## src/rtl/spi_master.sv

```systemverilog
// SPI bus initiator: one fixed-length word per frame, MSB first.
// SCK, NSS and MOSI are registered outputs driven from clk_i; MISO is
// sampled on the same clk_i edge that moves SCK.
module spi_master #(
  parameter int unsigned IO_COUNT   = 16,
  parameter int unsigned CPOL       = 0,
  parameter int unsigned CPHA       = 0,
  parameter int unsigned HALF_DIV   = 4,
  parameter int unsigned GAP_CYCLES = 2
) (
  input  logic                clk_i,
  input  logic                rst_i,
  input  logic                start_i,
  input  logic [IO_COUNT-1:0] data_i,
  output logic [IO_COUNT-1:0] data_o,
  output logic                busy_o,
  output logic                done_o,
  output logic                nss_o,
  output logic                sck_o,
  output logic                sdo_o,
  input  logic                sdi_i
);

  localparam int unsigned HW = $clog2(HALF_DIV + 1);
  localparam int unsigned EW = $clog2(2 * IO_COUNT + 1);
  localparam int unsigned GW = $clog2(GAP_CYCLES + 1);

  typedef enum logic [2:0] {
    S_IDLE,
    S_LEAD,
    S_XFER,
    S_LAG,
    S_GAP
  } state_t;

  state_t              r_state;
  logic [HW-1:0]       r_hcnt;
  logic [EW-1:0]       r_ecnt;
  logic [GW-1:0]       r_gcnt;
  logic [IO_COUNT-1:0] r_tx;
  logic [IO_COUNT-1:0] r_rx;
  logic [IO_COUNT-1:0] r_data;
  logic                r_busy;
  logic                r_done;
  logic                r_nss;
  logic                r_sck;
  logic                r_sdo;

  logic w_cpol;
  logic w_cpha;
  logic w_half_end;
  logic w_lead_edge;
  logic w_last_edge;

  assign w_cpol      = (CPOL != 0);
  assign w_cpha      = (CPHA != 0);
  // Last clk_i cycle of a half SCK period; an SCK edge happens on it in XFER.
  assign w_half_end  = (r_hcnt == HW'(HALF_DIV - 1));
  // Edges already issued even -> the upcoming edge is a leading one.
  assign w_lead_edge = ~r_ecnt[0];
  assign w_last_edge = (r_ecnt == EW'(2 * IO_COUNT - 1));

  // Frame sequencer, shift registers and all registered outputs.
  always_ff @(posedge clk_i) begin
    if (rst_i) begin
      r_state <= S_IDLE;
      r_hcnt  <= '0;
      r_ecnt  <= '0;
      r_gcnt  <= '0;
      r_tx    <= '0;
      r_rx    <= '0;
      r_busy  <= 1'b0;
      r_done  <= 1'b0;
      r_nss   <= 1'b1;
      r_sck   <= w_cpol;
      r_sdo   <= 1'b0;
      // An aborted frame leaves the last received word visible.
      if (r_state != S_IDLE) begin
        r_data <= r_data;
      end else begin
        r_data <= '0;
      end
    end else begin
      r_done <= 1'b0;
      case (r_state)
        S_IDLE: begin
          if (start_i) begin
            r_tx    <= data_i;
            r_hcnt  <= '0;
            r_state <= S_LEAD;
          end
        end

        // First cycle here only lowers NSS; the HALF_DIV cycles after it
        // are the select-to-clock lead time.
        S_LEAD: begin
          r_nss  <= 1'b0;
          r_busy <= 1'b1;
          if (!w_cpha) begin
            r_sdo <= r_tx[IO_COUNT-1];
          end
          if (r_hcnt == HW'(HALF_DIV)) begin
            r_hcnt  <= '0;
            r_ecnt  <= '0;
            r_state <= S_XFER;
          end else begin
            r_hcnt <= r_hcnt + HW'(1);
          end
        end

        S_XFER: begin
          if (w_half_end) begin
            r_hcnt <= '0;
            r_sck  <= ~r_sck;
            r_ecnt <= r_ecnt + EW'(1);
            if (w_lead_edge) begin
              if (!w_cpha) begin
                r_rx <= {r_rx[IO_COUNT-2:0], sdi_i};
              end else begin
                r_sdo <= r_tx[IO_COUNT-1];
                r_tx  <= {r_tx[IO_COUNT-2:0], 1'b0};
              end
            end else begin
              if (w_cpha) begin
                r_rx <= {r_rx[IO_COUNT-2:0], sdi_i};
              end else if (!w_last_edge) begin
                r_sdo <= r_tx[IO_COUNT-2];
                r_tx  <= {r_tx[IO_COUNT-2:0], 1'b0};
              end
            end
            if (w_last_edge) begin
              r_state <= S_LAG;
            end
          end else begin
            r_hcnt <= r_hcnt + HW'(1);
          end
        end

        S_LAG: begin
          if (w_half_end) begin
            r_hcnt  <= '0;
            r_nss   <= 1'b1;
            r_data  <= r_rx;
            r_done  <= 1'b1;
            r_gcnt  <= '0;
            r_state <= S_GAP;
          end else begin
            r_hcnt <= r_hcnt + HW'(1);
          end
        end

        S_GAP: begin
          if (r_gcnt == GW'(GAP_CYCLES - 1)) begin
            r_gcnt  <= '0;
            r_busy  <= 1'b0;
            r_state <= S_IDLE;
          end else begin
            r_gcnt <= r_gcnt + GW'(1);
          end
        end

        default: r_state <= S_IDLE;
      endcase
    end
  end

  assign data_o = r_data;
  assign busy_o = r_busy;
  assign done_o = r_done;
  assign nss_o  = r_nss;
  assign sck_o  = r_sck;
  assign sdo_o  = r_sdo;

endmodule

```

## config.mk

```make
export PLATFORM = sky130hd
export DESIGN_NAME = spi_master
export DESIGN_NICKNAME = d
export VERILOG_FILES = /design/src/rtl/spi_master.sv
export SDC_FILE = /design/constraint.sdc
export NUM_CORES = 1
export LEC_CHECK = 0
export ABC_AREA = 1
export CORE_AREA = 5 5 100 102
export DETAILED_ROUTE_END_ITERATION = 8
export DIE_AREA = 0 0 105 107
export GPL_TIMING_DRIVEN = 0
export PLACE_DENSITY_LB_ADDON = 0.05
export SLEW_MARGIN = 25
export SYNTH_ARGS = -nofsm -noshare
export SYNTH_HDL_FRONTEND = slang
export SYNTH_SLANG_ARGS = --single-unit
```

## constraint.sdc

```tcl
create_clock -name clk_i -period 5.1 [get_ports clk_i]
set_input_delay 0.51 -clock clk_i [delete_from_list [all_inputs] [get_ports clk_i]]
set_output_delay 0.51 -clock clk_i [all_outputs]
set_load 0.02 [all_outputs]
```

Word level (Yosys, flattened, before mapping)
Cells that the tools add are included.
- input port bits: 20
- word-level logic and storage cells: 93
- output and inout port bits: 21
- flip-flop bits (word level): 67
- eq/ne operators: 17
- reductions and logical operators: 23
- add/subtract/negate cells: 3
- mux-type cells: 35
- bitwise gates (word level): 3
- operators by type and width (operator ; count):
    two-way mux 16 bit ; 8
    case mux 16 bit (2 select lines) ; 1
    two-way mux 3 bit ; 9
    inequality test 2 bit, second input constant ; 9
    case mux 3 bit (5 select lines) ; 1
    nonzero test 2 bit ; 7
    two-way mux 6 bit ; 2
    case mux 6 bit (2 select lines) ; 1
    AND reduction 2 bit ; 5
    == test 3 x 2 -> 1 bit, second input constant ; 3
    case mux 3 bit (3 select lines) ; 1
    AND reduction 3 bit ; 3
    adder 6 x 1 -> 6 bit, second input constant ; 1
    == test 3 bit, second input constant ; 2
    == test 6 x 5 -> 1 bit, second input constant ; 1
    two-way mux 1 bit ; 6
    case mux 1 bit (2 select lines) ; 3
    AND reduction 6 bit ; 1
    nonzero test 3 bit ; 2
    AND reduction 5 bit ; 1
    two-way mux 2 bit ; 2
    case mux 2 bit (2 select lines) ; 1
    AND reduction 4 bit ; 1
    OR reduction 2 bit ; 2
    other kinds (6) ; 8

Depth between registers and ports, before layout
Gate-level depths: netlist of run 1.
- depth after elaboration: 5
- gate-level depth with buffers: 10
- mapped depth without buffers: 10

Worst setup path before layout of run 1
OpenSTA, ideal clock, no wires.
- kind: input-to-reg
- start point: in rst_i
- end point: reg r_data[0], in the netlist data_o[0], enable pin
- library setup time: 0.388 ns
- arrival: 1.656 ns
- path buffers: 1
- stages: 4
- required time: 4.712 ns
- slack: 3.055 ns
- path through: clkinv_1 -> clkbuf_1 -> a21oi_1 -> nor2_1
- cells in the longest elaborated chain, start to end: 2
- elaborated cells between the ends (all ways): 4
- those cells by class: eq/ne: 1; reduce/logical: 3
- ends and longest elaborated chain (element ; RTL line ; RTL):
    start: declaration ; 12 ; input logic rst_i,
    inequality test 2 bit (no source line) or nonzero test 2 bit (tied branches) ; n/a ;
    AND reduction 3 bit (no source line) (*) ; n/a ;
    end signal: assignment ; 79 ; r_data <= r_data;
    end signal: assignment ; 143 ; r_data <= r_rx;
    end: declaration ; 42 ; logic [IO_COUNT-1:0] r_data;
Mark *: on every way between the ends. The rest lies on a longest branch, timed or not.
A chain may end at the register's enable or synchronous reset.

Worst setup path in the final report of run 1
Same ends and word-level chain as after synthesis.

==> results.cfg, run 1 <==
[timing]
tightest_slew_ns = 0.812
drv_slew = 0
period_share = 0.461
slew_headroom = 0.458
hold_viol_final = 0
rsz0062_at_grt = no
setup_viol = 0
tns_ns = 0
skew_ns = 0.00964
min_period_ns = 2.35
fmax_mhz = 425

[finish]
fillers = 979
multi_input_area_um2 = 1220
drive_above_1_share = 0.0747
seqCellArea_um2 = 1500
layout.nets = 462
antenna_cells = 0
area_growth_syn_to_layout_pct = 24.9

[synthesis]
yosysWarnings = 0
synth.avg_cell_area_um2 = 7.63
ys_types = 23
synth_largest_area_cell = dfxtp_1
syn_nets = 411
seq_area_frac_synth = 0.510
netlist.area_leader.share = 0.346
ys_seq_elements = 67
synth_area_leaders = dfxtp_1, edfxtp_1, nand2_1, nor2_1, a21oi_1
netlist_instances = 386
syn_area_um2 = 2950

[clock_network]
clockBufferDepth = 2
cts_tree = yes
numCtsBuffers = 9
cts_root_buf = clkbuf_8
postCtsSetupBuffers = 0
ctsHtreeMaxLevel = 3
post_cts_resize_count = 0
insertion_delay_ns = 0.34
cts_sinks = 67
postCtsHoldBufs = 0
path_clk_slew_ns = 0.08

[power_and_ir_drop]
p_per_area_nw_per_um2 = 477
vdd_drop_max_uv = 141
total_power_mw = 1.75
leakagePower_nw = 1.50

[routing]
routed_wl_um = 6820
via_count = 2483
drtPass1Iterations = 4
vias_per_cell = 4.49
drc = 0
wire_per_inst_um = 12.3
drtAntennaViolNets = 0
drt_iter0_drc = 72

[setup_path]
crit_chain = clkdlybuf4s50_1 > clkinv_1 > clkbuf_1 > a21oi_1 > nor2_2
slowest_delay_ns = 0.66
crit_required_ns = 5.06
crit_arrival_ns = 2.32
slowest_stage = nor2_2
cp_max_fo = 16
r2r_slack_ns = 3.06
start_kind = primary input
endpoint_kind = flop
crit_type = primary input to flop

[floorplanning]
die_x_um = 105
io_pins = 41
die_area_um2 = 11200
die_h_um = 107
rows = 35
initial_core_util = 0.327
core_area_um2 = 9020

[global_routing]
grt_antenna_before_repair = 0
grt_util_all_layers = 0.126
overflow = 0
grt_max_degree = 17
grt_pass1_wl_um = 11600
grt_pass1_vias = 2465

[place]
io_buffers = 40
gp_congestion = 0.812
dp_hpwl_um = 4820

[hold_path]
hold_class = flop to flop

[flow_run]
max_cap_viol_count = 0

[run_status]
status = finished, final reports clean
## metrics by stage
step           utilization  setup slack [ns]  instances  instance area [um2]  hold slack [ns]
6_report             0.408              2.75        553                 3680            0.447
5_1_grt              0.408              2.55        553                 3680            0.457
4_1_cts              0.408              2.65        553                 3680            0.450
3_5_place_dp         0.387              2.31        537                 3490            0.438
3_3_place_gp         0.386              1.91        537                 3490            0.438
2_1_floorplan            -              3.06        386                 2950            0.424
## final timing paths
kind | startpoint | end | cells after the start
max | rst_i | data_o[0]$_SDFFCE_PP0P_ | 5
min | r_gcnt[1]$_SDFFE_PP0P_ | r_gcnt[1]$_SDFFE_PP0P_ | 2
max reg2reg | r_hcnt[0]$_SDFFE_PP0P_ | data_o[0]$_SDFFCE_PP0P_ | 5
min reg2reg | r_gcnt[1]$_SDFFE_PP0P_ | r_gcnt[1]$_SDFFE_PP0P_ | 2
## sequential cells by signal, summed over array words and instances (netlist names)
register,flops
data_o,16
r_rx,16
sdo_o,1
busy_o,1
nss_o,1
r_ecnt,6
r_state,3
r_gcnt,2
sck_o,1
r_tx,16
done_o,1
r_hcnt,3
## cells in the mapped netlist, drive strengths merged
cell and number:
ha 5, nand3 13, nor3 2, clkbuf 6
nor2 73, o21ai 23, edfxtp 16, inv 39
a31o 1, dfxtp 51, a21oi 33, nand2 96
nand3b 15, clkinv 1, buf 9, nand4 3
## layout by cell type, fill, tap and decap left out, drive strengths merged
master	netlist	routed
buf	9	9
nor3	2	2
nand4	3	3
clkinvlp	0	1
clkbuf	6	15
a31o	1	1
nor2	73	73
clkinv	1	5
nand3b	15	15
inv	39	40
dfxtp	51	51
ha	5	5
o21ai	23	23
a21oi	33	33
nand3	13	13
bufinv	0	1
edfxtp	16	16
nand2	96	96
clkdlybuf4s50	0	40
## kinds of logic after synthesis
logic type               Yosys count  synth area share
buffers and inverters             55            0.0773
flip-flops                        67             0.510
AND/OR/NAND/NOR                  202             0.294
adder cells (fa/ha/maj)            5            0.0212
AO/OA/AOI/OAI                     57            0.0981
## power breakdown
part | internal (mW) | switching [mW] | total [mW]
logic | 0.245 | 0.376 | 0.621
registers | 0.643 | 0.0555 | 0.698
clock network | 0.224 | 0.210 | 0.434
total | 1.11 | 0.642 | 1.75
## per-layer routing
metal  track usage  vias to the layer above  routed length, um
met2         0.196                       40               2990
met1         0.168                     1105               3370
met3        0.0397                        6                391
met4        0.0411                        0                 70
met5             0                        -                  0
li1              -                     1332                  -
## worst max-delay path, delay by kind of cell
kind                   cells  cell delay, ns
AOI/OAI and AO/OA          1            0.10
buffers and inverters      3            1.04
and+or+nand+nor            1            0.66
## final cells by class
cell class | instances | share of cell area
sequential | 67 | 0.408
inverter | 40 | 0.0408
buffer | 15 | 0.0211
multi-input combinational | 264 | 0.332
clock inverter | 7 | 0.0184
timing repair buffer | 40 | 0.109
clock buffer | 9 | 0.0337
tap | 111 | 0.0377
(Power assumes the default switching activity.)
==> run 2: changes to the inputs <==
==> constraint.sdc (replaced) <==
create_clock -name clk_i -period 2.4 [get_ports clk_i]
set_input_delay 0.24 -clock clk_i [delete_from_list [all_inputs] [get_ports clk_i]]
set_output_delay 0.24 -clock clk_i [all_outputs]
set_load 0.02 [all_outputs]
==> results of run 2 <==
The final DEF is identical to that of run 1. Status: finished, final reports clean.
Main changes from that run: setup slack after placement 2.31 ns -> -0.121 ns; setup slack after layout 2.75 ns -> 0.317 ns; register-to-register setup slack 3.06 ns -> 0.36 ns; total power 1.75 mW -> 3.73 mW; worst IR drop on VDD 141 uV -> 300 uV
